`src/rtl/mult_ctrl_seq.sv`:
```
// mult_ctrl_seq
//   State sequencer for the iterative mantissa multiplier. Holds the 3-bit
//   control state that feeds the output_signal decoder, plus the iteration
//   counter, and runs the start/ack handshake with the FP top level, with
//   stall hold and synchronous abort.
//
// Ports
//   clk        : rising-edge clock
//   reset_n    : asynchronous active-low reset
//   start      : request a multiply (sampled only in IDLE)
//   stall      : datapath not ready for next step (sampled only in ITER/HOLD)
//   abort      : synchronous cancel, any state -> IDLE
//   ack        : consumer has taken the result (sampled only in DONE)
//   q          : control state code to the decoder
//   iter_count : completed ITER steps in the current operation
//   last_iter  : current cycle is the final ITER step
//   busy       : q is LOAD, ITER or HOLD
//   state_err  : sticky flag, an illegal q code was seen
module mult_ctrl_seq #(
  parameter int N_BITS = 24,
  parameter int CNT_W  = 5
) (
  input  logic             clk,
  input  logic             reset_n,
  input  logic             start,
  input  logic             stall,
  input  logic             abort,
  input  logic             ack,
  output logic [2:0]       q,
  output logic [CNT_W-1:0] iter_count,
  output logic             last_iter,
  output logic             busy,
  output logic             state_err
);

  // Codes are shared with the output_signal decoder and must not change.
  typedef enum logic [2:0] {
    IDLE = 3'b000,
    LOAD = 3'b001,
    ITER = 3'b010,
    DONE = 3'b011,
    HOLD = 3'b100
  } state_t;

  localparam logic [CNT_W-1:0] LAST_CNT = CNT_W'(N_BITS - 1);

  // Kept as a plain 3-bit vector so that the illegal codes 101/110/111 are
  // representable and recoverable.
  logic [2:0]       state_q, state_d;
  logic [CNT_W-1:0] count_q, count_d;
  logic             err_q, err_d;
  logic             on_last;

  assign on_last = (state_q == ITER) && (count_q == LAST_CNT);

  always_comb begin
    state_d = state_q;
    count_d = count_q;
    err_d   = err_q;

    // An illegal code is flagged even when abort wins the transition.
    if (state_q inside {3'b101, 3'b110, 3'b111}) begin
      err_d = 1'b1;
    end

    if (abort) begin
      state_d = IDLE;
      count_d = '0;
    end else begin
      unique case (state_q)
        IDLE: begin
          count_d = '0;
          if (start) begin
            state_d = LOAD;
          end
        end
        LOAD: begin
          state_d = ITER;
          count_d = '0;
        end
        ITER: begin
          if (on_last) begin
            // Final step: counter saturates at N_BITS-1 so it never wraps,
            // and stall no longer matters because the datapath is finished.
            state_d = DONE;
          end else begin
            count_d = count_q + CNT_W'(1);
            if (stall) begin
              state_d = HOLD;
            end
          end
        end
        HOLD: begin
          if (!stall) begin
            state_d = ITER;
          end
        end
        DONE: begin
          if (ack) begin
            state_d = IDLE;
            count_d = '0;
          end
        end
        default: begin
          state_d = IDLE;
          count_d = '0;
        end
      endcase
    end
  end

  always_ff @(posedge clk or negedge reset_n) begin
    if (!reset_n) begin
      state_q <= IDLE;
      count_q <= '0;
      err_q   <= 1'b0;
    end else begin
      state_q <= state_d;
      count_q <= count_d;
      err_q   <= err_d;
    end
  end

  assign q          = state_q;
  assign iter_count = count_q;
  assign last_iter  = on_last;
  assign busy       = (state_q == LOAD) || (state_q == ITER) || (state_q == HOLD);
  assign state_err  = err_q;

endmodule

```
`config.mk`:
```
export PLATFORM = sky130hd
export DESIGN_NAME = mult_ctrl_seq
export DESIGN_NICKNAME = d
export VERILOG_FILES = /design/src/rtl/mult_ctrl_seq.sv
export SDC_FILE = /design/constraint.sdc
export NUM_CORES = 1
export LEC_CHECK = 0
export ABC_AREA = 1
export CAP_MARGIN = 10
export CELL_PAD_IN_SITES_DETAIL_PLACEMENT = 1
export CELL_PAD_IN_SITES_GLOBAL_PLACEMENT = 1
export CORE_ASPECT_RATIO = 1.75
export CORE_MARGIN = 1
export CORE_UTILIZATION = 25
export CTS_BUF_LIST = sky130_fd_sc_hd__clkbuf_8
export CTS_CLUSTER_SIZE = 8
export DETAILED_ROUTE_END_ITERATION = 8
export DONT_BUFFER_PORTS = 1
export PLACE_DENSITY = 0.6
export SLEW_MARGIN = 0
export SYNTH_ARGS = -nofsm -noshare
export SYNTH_HDL_FRONTEND = slang
export SYNTH_SLANG_ARGS = --single-unit
```
`constraint.sdc`:
```
create_clock -name clk -period 3.7 [get_ports clk]
set_clock_uncertainty 0.05 [all_clocks]
set_input_delay 0.74 -clock clk [delete_from_list [all_inputs] [get_ports clk]]
set_output_delay 0.74 -clock clk [all_outputs]
set_load 0.03 [all_outputs]
```
==> results by group <==
Status
  – Status: complete, no violations

Floorplanning
  – # IOs: 17
  – Die ar.: 2830 sq um
  – Die Wd: 40.7 um
  – Die height: 69.7 um
  – Floorplan row count: 24
  – Placeable core area: 2490 sq um
  – Initial core utilization: 26.3%

Job
  – Max cap viols: 0

Hold path
  – Hold Path Class: input port to asynchronous set/reset pin

Detailed routing
  – Drt wl/cell: 13.7 um
  – Antenna viol nets, final: 0
  – 1st-pass router iterations: 3
  – Post-DR vias/cell: 4.85
  – Via count: 606
  – Initial DRC count: 16
  – Remaining DRCs: 0
  – Final WL: 1.71 mm

Setup path
  – Critical path type: register to output pin
  – Crit-path max cell delay: 0.75 ns
  – Worst path required time: 2.91 ns
  – Worst path slowest cell: o21ai_0
  – Critical path endpoint category: output pin
  – RR Endpoint: iter_count[4]
  – Reg2Reg Depth: 9
  – Start of the worst register-to-register path: iter_count[0]
  – Kind of start point of the critical path: register
  – Crit path DAT: 1.77 ns
  – Cells along the critical path: inv_2 -> nand2_2 -> o21ai_0
  – Max FO, Critical Path: 5
  – Worst reg2reg setup slack: 2.00 ns

Clock network
  – CTS tree: built
  – Clk root buf: clkbuf_8
  – CTS H-Tree Depth: 1
  – Deepest clock path buffer count: 2
  – Post-CTS Setup Inserts: 0
  – Post-CTS Resized: 0
  – CTS clk-pin slew, worst paths: 0.05 ns
  – Clk_lat worst skew: 0.23 ns
  – Clock sinks: 9
  – CTS buffer count: 3
  – Hold Buf Count CTS: 0

Timing
  – Final Max Tran Viols: 0
  – Fin crit share: 69.3%
  – RSZ-0062 raised after global routing: no
  – Fmax: 390 MHz
  – Headroom to the max-slew limit: 37.7%
  – Setup_tns: 0 ns
  – Final setup vio count: 0
  – Least-Margin Pin Slew: 0.925 ns
  – Final hold violations: 0
  – Post-layout min period: 2.56 ns

Global routing
  – Largest net degree at the start of global routing: 10
  – M3 GR Usage: 2.56%
  – Most Crowded Layer GR: met2
  – Total grt overflow: 0
  – First-pass GRT wire length: 2.93 mm
  – GRT Overall Usage: 15.1%
  – GR Layer Usage met2: 27.5%
  – Met1 Use GR: 14.1%
  – Vias in the first global route: 664
  – Initial antenna violation count: 0

Finish
  – Post-layout net count: 107
  – # diodes: 0
  – Fin cells: 125
  – P&R area growth vs syn: 12.0%
  – Share of cells above drive strength 1: 22.2%

Placement
  – HPWL after detailed placement: 1.49 mm
  – RePlAce Congestion: 0.748
  – Number of port buffers: 0
  – Placed Instances: 121

Yosys
  – Area fraction of the dominant cell type after synthesis: 34.4%
  – Netlist cell types: 19
  – Top cells by area, synth: dfrtp_1, nand2_1, nand3_1
  – Post-Syn Area per Cell: 6.89 sq um
  – Area of the mapped netlist: 654 sq um
  – Mapped Cells: 95
  – Synth top cells by count: nand2_1, nor2_1, dfrtp_1, inv_1, nand3_1
  – Most frequent cell after synthesis: nand2_1
  – Syn_nets: 102
  – Synth warn: 0
  – Flops & latches, synth: 9
  – Seq/Total Area, Yosys: 34.4%
  – Cell taking the most area after synthesis: dfrtp_1
  – Post-synth ARST share: 100%
  – Post-synth top flop: dfrtp_1
  – Number of synthesized flops with an enable pin: 0

Power
  – Pwr per Cell Area: 619 nW/um^2
  – Leak pwr: 0.000395 uW
  – VDD IR max: 0.000277 V
-- power breakdown --
| part | leakage, uW | internal (uW) | total, uW | switching (uW) |
|---|---|---|---|---|
| logic | 0.000248 | 42.8 | 143 | 100 |
| clock network | 0.0000255 | 73.6 | 115 | 41.2 |
| registers | 0.000122 | 117 | 196 | 78.8 |
| total | 0.000395 | 234 | 454 | 220 |
-- cell usage in the layout, fill, tap and decap left out --
cell type,n
nand2_1,31
nor2_1,11
inv_1,9
nand3_1,9
dfrtp_1,9
nand2_2,4
nor2_2,4
inv_2,3
nand2_4,3
clkbuf_8,3
nor2_4,2
a21oi_1,2
clkinv_4,1
o21ai_0,1
nand3b_1,1
o21ai_2,1
xor2_1,1
o21bai_1,1
nand4_1,1
ha_1,1
clkinv_2,1
-- registers in the layout (all words and copies together), names as in the netlist --
| register | cells |
|---|---|
| iter_count | 5 |
| state_err | 1 |
| q | 3 |
-- how the worst max path moves through the flow --
| stage | startpoint | to | slack, ns | depth (start not counted) |
|---|---|---|---|---|
| floorplan | q[2] | busy | 1.47 | 3 |
| global placement | q[2] | busy | 1.40 | 3 |
| finish | q[2] | busy | 1.14 | 3 |
| global route | q[2] | busy | 1.06 | 3 |
| detailed placement | q[2] | busy | 1.39 | 3 |
| CTS | q[2] | busy | 1.13 | 3 |
-- worst max-delay path: cells and delay by family, from the launching register on --
kind | cells | cell delay (ns)
compound gates | 1 | 0.75
flops | 1 | 0.54
buf+inv | 1 | 0.17
simple gates | 1 | 0.08
-- logic make-up after synthesis --
kind of cell	after synthesis	share of synthesized area, %
XOR/XNOR	1	1.34
flip-flops	9	34.4
AND/OR/NAND/NOR	66	49.3
AO/OA/AOI/OAI	5	4.78
adder cells (fa/ha/maj)	1	1.91
buffers and inverters	13	8.22
-- metrics by stage --
stage | hold slack, ns | setup slack, ns | util, % | total power (uW) | area, sq um
after floorplan | 0.394 | 1.47 | - | 307 | 654
after global placement | 0.395 | 1.40 | 27.6 | 340 | 687
after detailed placement | 0.395 | 1.39 | 27.6 | 344 | 687
after CTS | 0.140 | 1.13 | 29.4 | 462 | 733
after global routing | 0.136 | 1.06 | 29.4 | 487 | 733
final | 0.147 | 1.14 | 29.4 | 454 | 733
-- layout make-up --
class	instances	area [sq um]
Clock buffer	3	41.3
Tap cell	26	32.5
Fill cell	317	1760
Clock inverter	1	5.00
Multi-Input combinational cell	73	375
Sequential cell	9	225
Inverter	13	53.8
-- routing by layer --
metal / vias up / wire length, um
li1: 301 / -
met1: 289 / 578
met2: 12 / 1040
met3: 4 / 62
met4: 0 / 36
met5: - / 0
Power figures use the tool's default switching activity.
